<file path="config.mk">
export PLATFORM = sky130hd
export DESIGN_NAME = regfile_wb_scoreboard
export DESIGN_NICKNAME = d
export VERILOG_FILES = /design/src/rtl/regfile_pkg.sv /design/src/rtl/rr_arb2.sv /design/src/rtl/regfile_wb_scoreboard.sv
export SDC_FILE = /design/constraint.sdc
export NUM_CORES = 1
export LEC_CHECK = 0
export CAP_MARGIN = 10
export CELL_PAD_IN_SITES_DETAIL_PLACEMENT = 1
export CELL_PAD_IN_SITES_GLOBAL_PLACEMENT = 2
export CORE_ASPECT_RATIO = 0.7
export CORE_MARGIN = 2
export CORE_UTILIZATION = 27
export CTS_CLUSTER_DIAMETER = 40
export DETAILED_ROUTE_END_ITERATION = 10
export GPL_ROUTABILITY_DRIVEN = 0
export PLACE_DENSITY_LB_ADDON = 0.1
export SLEW_MARGIN = 20
export SYNTH_ARGS = -nofsm -noshare
export SYNTH_HDL_FRONTEND = slang
export SYNTH_SLANG_ARGS = --single-unit
</file>
<file path="constraint.sdc">
create_clock -name clk -period 3.6 [get_ports clk]
set_clock_uncertainty 0.1 [all_clocks]
set_input_delay 0.72 -clock clk [delete_from_list [all_inputs] [get_ports clk]]
set_output_delay 0.72 -clock clk [all_outputs]
set_load 0.1 [all_outputs]
</file>
<file path="src/rtl/regfile_pkg.sv">
// Shared constants and types for the 32x32 register file and its write-back logic.
package regfile_pkg;

    localparam int DW   = 32;
    localparam int AW   = 5;
    localparam int NREG = 2 ** AW;

    typedef logic [AW-1:0] reg_addr_t;
    typedef logic [DW-1:0] reg_data_t;

endpackage

</file>
<file path="src/rtl/rr_arb2.sv">
// Two-requester round-robin arbiter. On a tie the requester not granted last wins;
// out of reset req[0] is favoured.
module rr_arb2 (
    input  logic       clk,
    input  logic       rst_n,
    input  logic [1:0] req,
    output logic [1:0] gnt
);

    // prio1 = 1 means req[1] wins the next tie
    logic prio1;

    assign gnt[0] = req[0] & (~req[1] | ~prio1);
    assign gnt[1] = req[1] & (~req[0] |  prio1);

    // Priority pointer moves only when a grant is actually given
    always_ff @(posedge clk or negedge rst_n) begin
        if (!rst_n) begin
            prio1 <= 1'b0;
        end else if (gnt[0]) begin
            prio1 <= 1'b1;
        end else if (gnt[1]) begin
            prio1 <= 1'b0;
        end
    end

endmodule

</file>
<file path="src/rtl/regfile_wb_scoreboard.sv">
// Write-back arbiter and pending-write scoreboard in front of the register file
// write port. Issue stalls on RAW/WAW hazards; ALU and load results share the
// single write port through a round-robin arbiter.
module regfile_wb_scoreboard
    import regfile_pkg::*;
(
    input  logic            clk,
    input  logic            rst_n,
    input  logic            iss_valid,
    input  logic [AW-1:0]   iss_dst,
    input  logic [AW-1:0]   iss_src_a,
    input  logic [AW-1:0]   iss_src_b,
    output logic            iss_ready,
    input  logic            alu_valid,
    input  logic [AW-1:0]   alu_dst,
    input  logic [DW-1:0]   alu_data,
    output logic            alu_ready,
    input  logic            mem_valid,
    input  logic [AW-1:0]   mem_dst,
    input  logic [DW-1:0]   mem_data,
    output logic            mem_ready,
    output logic            rf_we,
    output logic [AW-1:0]   rf_wa,
    output logic [DW-1:0]   rf_wd,
    output logic [NREG-1:0] busy,
    output logic            wb_err
);

    logic [1:0]      gnt;
    logic            wb_fire;
    reg_addr_t       wb_dst;
    reg_data_t       wb_data;
    logic [NREG-1:0] set_vec;
    logic [NREG-1:0] clr_vec;

    rr_arb2 u_arb (
        .clk   (clk),
        .rst_n (rst_n),
        .req   ({mem_valid, alu_valid}),
        .gnt   (gnt)
    );

    assign alu_ready = gnt[0];
    assign mem_ready = gnt[1];
    assign wb_fire   = |gnt;
    assign wb_dst    = gnt[1] ? mem_dst  : alu_dst;
    assign wb_data   = gnt[1] ? mem_data : alu_data;

    // Registered busy only: a clear in flight is deliberately not bypassed here
    assign iss_ready = ~busy[iss_src_a] & ~busy[iss_src_b] & ~busy[iss_dst];

    // One-hot set from an accepted issue and clear from a granted write-back
    always_comb begin
        set_vec = '0;
        clr_vec = '0;
        if (iss_valid && iss_ready) begin
            set_vec[iss_dst] = 1'b1;
        end
        if (wb_fire) begin
            clr_vec[wb_dst] = 1'b1;
        end
    end

    // Scoreboard update; set and clear of different registers both apply
    always_ff @(posedge clk or negedge rst_n) begin
        if (!rst_n) begin
            busy <= '0;
        end else begin
            busy <= (busy & ~clr_vec) | set_vec;
        end
    end

    // Write-port registers; address and data hold when nothing is granted
    always_ff @(posedge clk or negedge rst_n) begin
        if (!rst_n) begin
            rf_we <= 1'b0;
            rf_wa <= '0;
            rf_wd <= '0;
        end else begin
            rf_we <= wb_fire;
            if (wb_fire) begin
                rf_wa <= wb_dst;
                rf_wd <= wb_data;
            end
        end
    end

    // Sticky flag for a write-back to a register with no result outstanding
    always_ff @(posedge clk or negedge rst_n) begin
        if (!rst_n) begin
            wb_err <= 1'b0;
        end else if (wb_fire && !busy[wb_dst]) begin
            wb_err <= 1'b1;
        end
    end

endmodule

</file>
==> run_results.csv, run 1 <==
group,metric,value,unit
clock_tree,clock_latency,0.34,ns
global_routing,grt_max_degree,73,
yosys,yosys-top-cells-area,"dfrtp_1 (38%), mux4_2 (16%), a21oi_1 (7.5%), o21ai_0 (7.5%), nand2b_1 (5.1%)",
floorplan,die_h,115,µm
clock_tree,clk_pin_slew_worst_paths,0.07,ns
placed_design,port_buffers,167,
global_routing,overflow,0,
route,drt-total-wl,20500,µm
critical_path,critPathRequiredTime,2.78,ns
route,viasPerCell,5.45,
timing,setup_viol,0,
timing,hold_viol_final,0,
floorplan,start_util,0.276,
timing,setup_tns,0,ns
global_routing,grt_pass1_vias,5135,
layout,n_fill_cell,1956,
global_routing,antenna_found_initial,0,
clock_tree,htree_levels,3,
layout,fin_util,0.404,
floorplan,core_area,0.0172,mm²
job,drv_cap,0,
route,first_pass_iters,4,
layout,syn_to_final_growth,46.1,%
critical_path,cp-startpoint,"iss_dst[1]",
clock_tree,cts_tree,"built",
floorplan,rows,40,
yosys,synth_top_area_frac,0.380,
pwr,power_leakage,2.75,nW
yosys,synth.largest_area_cell,"dfrtp_1",
clock_tree,postCtsHoldBufs,0,
critical_path,crit_fanout,7,
floorplan,dieArea,0.0187,mm²
timing,fmax,0.283,GHz
layout,drive_gt1_frac,0.205,
route,vias,4858,
layout,final_cell_count_no_fill,891,
critical_path,cp-start-kind,"primary input",
yosys,yosysWarnings,0,
clock_tree,cts_sinks,72,
layout,nNetsFinal,749,
floorplan,fp.dieW,162,µm
floorplan,io_pins,168,
global_routing,grt_pass1_wl,31300,µm
yosys,synth_fp_nets,586,
critical_path,crit_end,"iss_ready",
yosys,synth_area_per_cell,9.65,µm²
placed_design,pre_cts_slack,-0.0741,ns
global_routing,grt_util_all_layers,0.223,
timing,final.setup.worst_slack,0.0692,ns
route,ant_nets,0,
yosys,synth_edf_count,0,
timing,slew_headroom,0.326,
layout,multi_input_area,0.00277,mm²
critical_path,end_kind,"primary output",
clock_tree,root_buffer,"clkbuf_16",
clock_tree,cts_setup_buffers,0,
pwr,power_density,832,mW/mm²
placed_design,dp_cells,875,
clock_tree,cts_buffer_depth,2,
timing,min_period,3.53,ns
clock_tree,cts_inserted_buffers,9,
pwr,ir_drop,693,µV
timing,rsz0062_at_grt,"false",
timing,fin_crit_sh,0.981,
yosys,ys_async_sr_fraction,1.00,
route,drc,0,
timing,final_max_slew_viol_count,0,
critical_path,r2r-end,"busy[19]",
critical_path,r2r_start,"u_arb.prio1",
critical_path,r2r.worst_path.cells,7,
route,drt_iter0_markers,413,
yosys,synth_area,0.00475,mm²
timing,worst_slew_pin_slew,1.01,ns
worst_hold_path,worstHoldPathType,"in -> async",
pwr,total_power,5.77,mW
yosys,synth_ff_type,"dfrtp_1",
placed_design,dp_hpwl,14800,µm
yosys,synth.distinct_cells,48,
yosys,syn-instance-count,492,
yosys,ys_seq_area_frac,0.380,
critical_path,arrival,2.71,ns
layout,seq_area,0.00180,mm²
layout,diodes,0,
yosys,synth-seq-cells,72,
critical_path,critical_path_class,"in -> out",
critical_path,r2r_slack,0.92,ns
outcome,outcome,"finished, final reports clean",
route,wire_per_inst,23.0,µm
[critical path: stages]
cell and delay [ns]:
clkdlybuf4s50_1 0.69, mux4_2 0.38, a32oi_1 0.19, and3_1 0.19, and4_4 0.24, nand2_1 0.06
inv_2 0.07, buf_12 0.17
[cell usage after synthesis (3+ instances only)]
cell type and number:
dfrtp_1 72, a21oi_1 71, o21ai_0 71, nand2_1 45, nand2b_1 39, mux4_2 33, o21ai_1 32, clkbuf_1 21
mux2i_1 16, nor2_1 12, nand3_1 9, inv_1 5, buf_1 4, buf_2 4, buf_6 4, nand3_4 4
a211oi_1 3, a21boi_0 3, nand4b_1 3, nor2b_1 3, nor3b_1 3
[state kept, by name, indices dropped and copies added (netlist names)]
register	flops
wb_err	1
rf_wa	5
rf_wd	32
rf_we	1
u_arb.prio1	1
busy	32
[power breakdown]
part / internal, mW / switching [mW] / leakage, nW / total [mW]
registers: 1.02 / 0.488 / 0.887 / 1.51
clock network: 0.626 / 0.374 / 0.152 / 1.00
logic: 0.938 / 2.32 / 1.71 / 3.26
total: 2.58 / 3.18 / 2.75 / 5.77
[final cells by class]
class,instances,share of cell area
multi-input cells,382,0.400
flip-flops and latches,72,0.260
repair buffers,185,0.249
well taps,231,0.0417
clock buffers,11,0.0350
clock inverters,5,0.0116
inverters,5,0.00271
[cell usage in the layout (no fill, tap or decap), types with 3 or more instances in the layout]
cell type / count
buf_12: 4
nand2_1: 45
clkbuf_16: 9
clkdlybuf4s50_1: 112
nand4b_1: 3
a21oi_1: 71
nand2b_1: 39
nand3_1: 9
buf_4: 62
inv_1: 4
nor2_1: 12
mux4_2: 33
a211oi_1: 3
mux2i_1: 16
dfrtp_1: 72
o21ai_1: 32
nand3_4: 4
o21ai_0: 71
nor3b_1: 3
nor2b_1: 3
[worst min-delay path by stage]
| stage | slack (ns) | endpoint | startpoint | cells past startpoint |
|---|---|---|---|---|
| floorplan | 0.32 | busy[0] | rst_n | 0 |
| global route | 0.37 | rf_wd[11] | rst_n | 1 |
| CTS | 0.40 | wb_err | wb_err | 2 |
| global placement | 0.36 | wb_err | wb_err | 2 |
| detailed placement | 0.38 | wb_err | wb_err | 2 |
| finish | 0.27 | rf_wd[11] | rst_n | 1 |
[cell families (layout without fill, tap and decap cells)]
group	Yosys count	count (layout)	share of synthesized area
buffers and inverters	38	206	0.0374
muxes	52	52	0.200
and+or+nand+nor	134	134	0.161
DFF	72	72	0.380
AOI/OAI and AO/OA	196	196	0.223
[metrics by stage]
stage                     cell area [µm²]  hold WS [ns]
final                                6930         0.274
after global routing                 6930         0.368
after CTS                            6930         0.400
after detailed placement             6600         0.376
after global placement               6600         0.357
after floorplan                      4750         0.324
[layer usage]
| metal | global-route usage | share of wire | vias to the layer above |
|---|---|---|---|
| li1 | - | - | 2160 |
| met2 | 0.341 | 0.44 | 196 |
| met5 | 0 | 0 | - |
| met1 | 0.322 | 0.47 | 2482 |
| met4 | 0.0425 | 0.010 | 0 |
| met3 | 0.0563 | 0.077 | 20 |
[what timing repair did]
item                                    in CTS  in global routing
endpoints found under the setup margin       1                  1
pin swaps                                    2                  0
resized for setup                            4                  1
hold endpoints to repair                     0                  0
Note: power is estimated with default switching activity, not from simulation.
==> inputs of run 2 (changes only) <==
--- a/config.mk
+++ b/config.mk
@@ -7,10 +7,10 @@
 export LEC_CHECK = 0
 export CAP_MARGIN = 10
 export CELL_PAD_IN_SITES_DETAIL_PLACEMENT = 1
-export CELL_PAD_IN_SITES_GLOBAL_PLACEMENT = 2
+export CELL_PAD_IN_SITES_GLOBAL_PLACEMENT = 1
 export CORE_ASPECT_RATIO = 0.7
 export CORE_MARGIN = 2
-export CORE_UTILIZATION = 27
+export CORE_UTILIZATION = 30
 export CTS_CLUSTER_DIAMETER = 40
 export DETAILED_ROUTE_END_ITERATION = 10
 export GPL_ROUTABILITY_DRIVEN = 0
==> run_results.csv, run 2 (synthesis gave the netlist of run 1 again) <==
group,metric,value,unit
global_routing,grt_max_degree,67,
layout,mostFrequentLayoutCells,"clkdlybuf4s50_1 (112), dfrtp_1 (72), o21ai_0 (71), a21oi_1 (71), buf_4 (60)",
pwr,power_density,813,mW/mm²
global_routing,antenna_found_initial,1,
clock_tree,root_buffer,"clkbuf_16",
critical_path,crit_path_top_delay_cell,"clkdlybuf4s50_1",
clock_tree,clk_pin_slew_worst_paths,0.06,ns
timing,slew_headroom,0.329,
floorplan,fp.dieW,154,µm
critical_path,r2r-end,"wb_err",
clock_tree,htree_levels,3,
placed_design,dp_hpwl,14600,µm
timing,setup_viol,0,
route,first_pass_iters,5,
critical_path,r2r_start,"u_arb.prio1",
critical_path,critPathRequiredTime,2.78,ns
timing,hold_viol_final,0,
clock_tree,cts_buffer_depth,2,
global_routing,grt_pass1_vias,5195,
route,drt-total-wl,19700,µm
route,vias,4828,
timing,fmax,0.286,GHz
global_routing,grt_pass1_wl,30300,µm
route,drt_iter0_markers,390,
route,drc,0,
floorplan,core_area,0.0155,mm²
timing,setup_tns,0,ns
critical_path,cp_top_family,"buffers and inverters",
placed_design,port_buffers,167,
critical_path,end_kind,"primary output",
route,wire_per_inst,22.9,µm
floorplan,rows,38,
route,viasPerCell,5.61,
floorplan,die_h,109,µm
critical_path,arrival,2.67,ns
critical_path,r2r.worst_path.cells,7,
timing,hold_slack,0.322,ns
floorplan,dieArea,0.0169,mm²
timing,fin_crit_sh,0.971,
pwr,power_leakage,2.75,nW
placed_design,pre_cts_slack,-0.111,ns
layout,drive_gt1_frac,0.203,
clock_tree,cts_sinks,72,
floorplan,io_pins,168,
worst_hold_path,worstHoldPathType,"in -> async",
global_routing,overflow,0,
critical_path,critical_path_class,"in -> out",
layout,syn_to_final_growth,44.8,%
pwr,ir_drop,775,µV
timing,min_period,3.49,ns
timing,final_max_slew_viol_count,0,
layout,final_common_cell,"clkdlybuf4s50_1",
critical_path,cpPeakStageDelay,0.69,ns
critical_path,crit_chain,"clkdlybuf4s50_1 -> mux4_2 -> a32oi_1 -> and3_1 -> and4_4 -> nand2_1 -> inv_2 -> buf_12",
critical_path,cp-start-kind,"primary input",
clock_tree,postCtsHoldBufs,0,
clock_tree,clock_latency,0.34,ns
layout,nNetsFinal,750,
timing,final.setup.worst_slack,0.106,ns
critical_path,cp.depth,8,
timing,worst_slew_pin_slew,1.00,ns
timing,rsz0062_at_grt,"false",
outcome,outcome,"finished, final reports clean",
global_routing,grt_util_all_layers,0.238,
critical_path,r2r_slack,0.93,ns
clock_tree,cts_inserted_buffers,9,
layout,fin_util,0.443,
job,drv_cap,0,
critical_path,crit_fanout,7,
layout,reg_top3,"busy (32), rf_wd (32), rf_wa (5)",
critical_path,crit_buf_inv,3,
floorplan,start_util,0.306,
clock_tree,cts_tree,"built",
route,ant_nets,0,
## run 2: changes by cell type in the layout (fill, tap and decap cells not counted), sizes merged
cell	before	now
bufinv	2	0
clkbuf	11	10
clkinv	1	3
clkinvlp	2	1
diode	0	1
dlymetal6s2s	1	2
## run 2: worst max-delay path by stage
| stage | slack [ns] | to | startpoint |
|---|---|---|---|
| 3_5_place_dp | -0.11 | iss_ready | iss_src_a[1] |
| 2_1_floorplan | 0.02 | iss_ready | iss_src_a[1] |
| 5_1_grt | 0.03 | iss_ready | iss_dst[1] |
| 3_3_place_gp | -0.04 | iss_ready | iss_src_a[1] |
| 4_1_cts | 0.009 | iss_ready | iss_src_a[2] |
| 6_report | 0.11 | iss_ready | iss_dst[1] |
## run 2: worst reg2reg max path, cell delays in order, from the launching register on
cell      delay, ns
dfrtp_1        0.33
nand2b_1       0.34
nand2_4        0.12
inv_1          0.22
mux2i_1        0.60
nand2_1        0.32
o32ai_1        0.33
o41ai_2        0.17
## run 2: layout make-up
cell class | instances | area, µm²
well taps | 200 | 250
clock inverters | 4 | 22.5
inverters | 5 | 18.8
multi-input cells | 382 | 2770
diodes | 1 | 2.50
clock buffers | 10 | 239
flip-flops and latches | 72 | 1800
repair buffers | 186 | 1770
fillers | 1762 | 8630
## run 2: routing by layer
layer	global-route usage	share of wire	up-vias
li1	-	-	2162
met1	0.334	0.46	2450
met2	0.374	0.45	196
met3	0.0596	0.081	20
met4	0.0509	0.013	0
met5	0	0	-
## run 2: timing repair
action / in CTS / in global routing
endpoints found under the setup margin: 1 / 1
setup buffers: 0 / 1
gates resized for setup: 2 / 3
## run 2: per-stage QoR
step | area (µm²) | power [mW] | cells
floorplan | 4750 | 3.70 | 492
global placement | 6600 | 4.71 | 844
detailed placement | 6600 | 4.75 | 844
CTS | 6860 | 5.59 | 858
global route | 6870 | 5.79 | 859
finish | 6870 | 5.59 | 860
## run 2: power breakdown
part           internal (mW)  switching [mW]  total, mW
clock network          0.474           0.343      0.817
registers               1.02           0.479       1.50
logic                  0.950            2.32       3.27
